--- config.mk ---
export PLATFORM = sky130hd
export DESIGN_NAME = paddle_tracker
export DESIGN_NICKNAME = d
export VERILOG_FILES = /design/src/rtl/paddle_tracker.sv
export SDC_FILE = /design/constraint.sdc
export NUM_CORES = 1
export LEC_CHECK = 0
export BUFFER_PORTS_ARGS = -buffer_cell sky130_fd_sc_hd__buf_2
export CORE_MARGIN = 5
export CORE_UTILIZATION = 55
export CTS_BUF_LIST = sky130_fd_sc_hd__clkbuf_8
export CTS_CLUSTER_SIZE = 14
export DETAILED_ROUTE_END_ITERATION = 10
export PLACE_DENSITY = 0.82
export SYNTH_ARGS = -nofsm -noshare
export SYNTH_HDL_FRONTEND = slang
export SYNTH_SLANG_ARGS = --single-unit
--- constraint.sdc ---
create_clock -name pixel_clock -period 2.9 [get_ports pixel_clock]
set_input_delay 0.435 -clock pixel_clock [delete_from_list [all_inputs] [get_ports pixel_clock]]
set_output_delay 0.435 -clock pixel_clock [all_outputs]
set_load 0.01 [all_outputs]
--- src/rtl/paddle_tracker.sv ---
// paddle_tracker: paddles the ADC, block-averages the 8-bit samples, clamps the
// result to the playfield and slews the published paddle Y once per frame.
module paddle_tracker #(
  parameter int ADC_DIV  = 2,
  parameter int AVG_LOG2 = 3,
  parameter int Y_MIN    = 8,
  parameter int Y_MAX    = 408,
  parameter int SLEW     = 4
) (
  input  logic        pixel_clock,
  input  logic        reset,
  input  logic [7:0]  adc_d,
  input  logic        vsync,
  output logic        adc_clk,
  output logic [8:0]  avg,
  output logic        avg_valid,
  output logic [10:0] paddle_y
);

  localparam int CW = $clog2(ADC_DIV);
  localparam int AW = 8 + AVG_LOG2;

  localparam logic [CW-1:0]       CNT_LAST = CW'(ADC_DIV - 1);
  localparam logic [CW-1:0]       CNT_HALF = CW'(ADC_DIV / 2);
  localparam logic [AVG_LOG2-1:0] N_LAST   = '1;
  localparam logic [10:0]         Y_LO     = 11'(Y_MIN);
  localparam logic [10:0]         Y_HI     = 11'(Y_MAX);
  localparam logic [10:0]         Y_MID    = 11'((Y_MIN + Y_MAX) / 2);
  localparam logic [10:0]         SLEW_U   = 11'(SLEW);
  localparam logic signed [11:0]  SLEW_S   = 12'(SLEW);

  logic [CW-1:0]       cnt;
  logic [CW-1:0]       cnt_nxt;
  logic                strobe;
  logic [AW-1:0]       acc;
  logic [AW-1:0]       sum;
  logic [AVG_LOG2-1:0] n;
  logic [8:0]          avg_nxt;
  logic [10:0]         target;
  logic [10:0]         target_nxt;
  logic                vsync_q;
  logic                frame_edge;
  logic signed [11:0]  d;
  logic [10:0]         paddle_nxt;

  // Divider step, block sum, scaled average, clamp and slew decision.
  always_comb begin
    cnt_nxt    = (cnt == CNT_LAST) ? '0 : cnt + CW'(1);
    strobe     = (cnt == '0);
    sum        = acc + AW'(adc_d);
    avg_nxt    = 9'(sum >> (AVG_LOG2 - 1));
    target_nxt = {2'b00, avg_nxt};
    if ({2'b00, avg_nxt} < Y_LO) begin
      target_nxt = Y_LO;
    end else if ({2'b00, avg_nxt} > Y_HI) begin
      target_nxt = Y_HI;
    end
    frame_edge = vsync & ~vsync_q;
    d          = $signed({1'b0, target}) - $signed({1'b0, paddle_y});
    paddle_nxt = target;
    if (d > SLEW_S) begin
      paddle_nxt = paddle_y + SLEW_U;
    end else if (d < -SLEW_S) begin
      paddle_nxt = paddle_y - SLEW_U;
    end
  end

  // ADC clock generation and block accumulation of samples.
  // adc_clk is registered from the next count so it tracks cnt cycle for cycle.
  always_ff @(posedge pixel_clock) begin
    if (reset) begin
      cnt       <= '0;
      adc_clk   <= 1'b0;
      acc       <= '0;
      n         <= '0;
      avg       <= '0;
      avg_valid <= 1'b0;
      target    <= Y_MID;
    end else begin
      cnt       <= cnt_nxt;
      adc_clk   <= (cnt_nxt >= CNT_HALF);
      avg_valid <= 1'b0;
      if (strobe) begin
        if (n == N_LAST) begin
          acc       <= '0;
          n         <= '0;
          avg       <= avg_nxt;
          target    <= target_nxt;
          avg_valid <= 1'b1;
        end else begin
          acc <= sum;
          n   <= n + AVG_LOG2'(1);
        end
      end
    end
  end

  // Frame-edge detection and once-per-frame slew of the published position.
  always_ff @(posedge pixel_clock) begin
    if (reset) begin
      vsync_q  <= 1'b1;
      paddle_y <= Y_MID;
    end else begin
      vsync_q <= vsync;
      if (frame_edge) begin
        paddle_y <= paddle_nxt;
      end
    end
  end

endmodule

==> run metrics <==
Final setup viols=11; Place WS=-0.2839 ns; worst hold path cell count=2; die area=7450 um^2; Post-CTS Hold Buffers=0; largest buffer count on any clock path=2; Worst R2R Start=target[0]; number of synthesized flops with an enable pin=0; DR iter-0 viols=306; RePlAce Congestion=0.9836; first-pass GRT wire length=14770 um; Buf+Inv Stages, Crit Path=4; Max FO, Critical Path=8; CP arrival=3.29 ns; outcome=complete, but fails checks; maximum vdd ir drop=0.0008984 V; clock skew=0.006680 ns; area fraction of the dominant cell type after synthesis=28.75%; Syn Area/Cell=8.089 um^2; startpoint types=flop; post-synthesis sequential area ratio=28.75%; RSZ-0062 raised after global routing=true; vias in the first global route=3165; Skew-Pair Late Insertion Delay=0.30 ns; GRT Util Overall=24.25%; Largest stage delay, worst path=0.36 ns; cell family with most CP delay=compound AO/OA/AOI/OAI gates; R2R cell count=14; Post-Syn Instances=396; Unique masters post-synth=70; Post-Synthesis Cell Area=3203 um^2; CTS Buf Count=5; fill count=409; Min-Delay Path Class=in2reg; Yosys warning count=0; pwr dens=918.3 nW/um^2; Initial Utilization=57.46%; vias per cell=6.193; TritonCTS clock tree=done; Syn Nets=430; P&R area growth vs syn=27.23%; Slew headroom=48.00%; DR WL/cell=16.59 um; largest net degree at the start of global routing=41; Reg2Reg Capture Point=paddle_y[0]; row cnt=27; Hold Path Origin=vsync; Seq cells post-synth=46; worst hold slack=0.3517 ns; leakage=1.820 nW; FMAX=318.9 MHz; ys async rst share=0%; CTS root buffer=clkbuf_8; Die X=86.32 um; Die H=86.32 um; TritonRoute pass-1 iters=5; Least-Margin Pin Slew=0.7799 ns; HPWL after DPL=6696 um; most frequent cell after synthesis=dfxtp_1; layout cell share with drive strength beyond 1=29.98%; top-level I/O count=33; Slowest cell on crit path=fa_2; hold endpoint=vsync_q; kind of critical path=reg2reg; # nets final=500; largest area contributor in the netlist=dfxtp_1; antenna viol nets, final=0; FF-to-FF setup slack=-0.24 ns; Antenna Diode Count=0; initial antenna violation count=0; max_cap viols=0; final WL=8943 um; DRC=0; Commonest cells post-synth=dfxtp_1, nor2_1, a21oi_1; overflow left after global routing=0; clk sinks=46; CTS clk-pin slew, worst paths=0.09 ns; Via Count=3338; Final Hold Vio Count=0; Core ar.=5574 um^2; critical path cell sequence=inv_2 -> ha_4 -> inv_2 -> fa_2 -> a211o_4 -> buf_6 -> a2111oi_4 -> nor3b_2 -> a211oi_1 -> nand3_1 -> a22o_1 -> buf_6 -> o21ai_1 -> a21oi_2; top cells by area, synth=dfxtp_1, ha_1, a21oi_1; critical path endpoint category=flop; total stage count of the critical path=14; top_reg_cell synth=dfxtp_1; CP Data Required Time=3.06 ns; failing checks=setup timing; crit share post-route=108.1%; setup ws final=-0.2362 ns; Slew Limit Fails=0; Buffers on Ports=32; fin crit period=3.136 ns; H-tree depth=2
==> repair_timing <==
item | in CTS | in global routing
buffers inserted | 4 | 0
endpoints found under the setup margin | 11 | 16
gates resized for setup | 21 | 16
pin swaps | 8 | 8
==> worst reg2reg max path: cells and delay by family, from the launching register on <==
family | cells | cell delay [ns]
AOI/OAI and AO/OA | 6 | 1.48
adders and majority gates | 2 | 0.49
buffers and inverters | 4 | 0.40
DFF | 1 | 0.33
and+or+nand+nor | 2 | 0.30
==> flip-flops by register name (all words and copies together), names as in the netlist <==
signal,cells
avg,9
paddle_y,11
acc,11
vsync_q,1
adc_clk,1
n,3
avg_valid,1
target,9
==> final cells by class <==
class / count / area, um^2 / share of cell area, %
multi-input cells: 312 / 2272 / 55.76
flip-flops and latches: 46 / 925.9 / 22.72
repair buffers: 86 / 593.1 / 14.55
well taps: 72 / 90.09 / 2.211
clock buffers: 5 / 68.82 / 1.689
clock inverters: 3 / 68.82 / 1.689
inverters: 15 / 56.30 / 1.382
==> worst max path at each step <==
stage	slack (ns)	to	start
floorplan	-0.02	paddle_y[3]	paddle_y[0]
CTS	-0.16	paddle_y[0]	target[0]
global placement	-0.14	paddle_y[3]	target[0]
global route	-0.34	paddle_y[7]	target[0]
detailed placement	-0.28	paddle_y[0]	target[0]
finish	-0.24	paddle_y[0]	target[0]
==> per-stage QoR <==
stage | cells | power [mW] | utilization [%] | cell area, um^2 | TNS, ns
after floorplan | 396 | 2.034 | - | 3251 | -0.02325
after global placement | 527 | 2.746 | 67.54 | 3765 | -1.274
final | 539 | 3.742 | 73.11 | 4075 | -1.716
after detailed placement | 527 | 2.795 | 67.54 | 3765 | -2.567
after global routing | 539 | 3.955 | 73.11 | 4075 | -2.818
after CTS | 539 | 3.562 | 71.72 | 3998 | -1.024
==> layer usage <==
| layer | routed length (um) | global-route usage (%) | share of wire, % | vias up |
|---|---|---|---|---|
| met4 | 136 | 6.799 | 1.5 | 0 |
| li1 | - | - | - | 1600 |
| met3 | 614 | 4.658 | 6.9 | 14 |
| met1 | 3794 | 31.01 | 42 | 1591 |
| met2 | 4397 | 41.63 | 49 | 133 |
| met5 | 0 | 0 | 0 | - |
==> cells in the final DEF, fill, tap and decap left out, drive strengths merged, types with 3 or more instances in the layout <==
cell / n
nand2b: 6
xor2: 6
nor2b: 5
nand4: 6
o21a: 5
and3: 5
and2: 5
nand3: 20
dfxtp: 46
inv: 15
nor2: 36
nor3b: 3
a31oi: 6
mux2i: 3
nand2: 30
o211ai: 3
a211oi: 6
a21oi: 32
clkbuf: 5
a22oi: 12
o21ai: 20
a21o: 8
xnor2: 10
buf: 86
nor3: 12
ha: 21
a211o: 9
==> report_power, final <==
part,internal [mW],switching [mW],leakage [nW],total [mW]
logic,1.13,1.31,1.38,2.45
clock network,0.345,0.230,0.0683,0.576
registers,0.681,0.0379,0.376,0.719
total,2.16,1.58,1.82,3.74
==> cell families (layout without fill, tap and decap cells) <==
logic type | Yosys count | in the layout | synth area share (%)
flops | 46 | 46 | 28.75
fa+ha+maj | 23 | 23 | 9.453
xor+xnor | 16 | 16 | 4.375
simple gates | 143 | 143 | 22.46
buf+inv | 38 | 109 | 5.625
mux | 4 | 4 | 1.289
compound gates | 126 | 126 | 28.05
(Power assumes the default switching activity.)
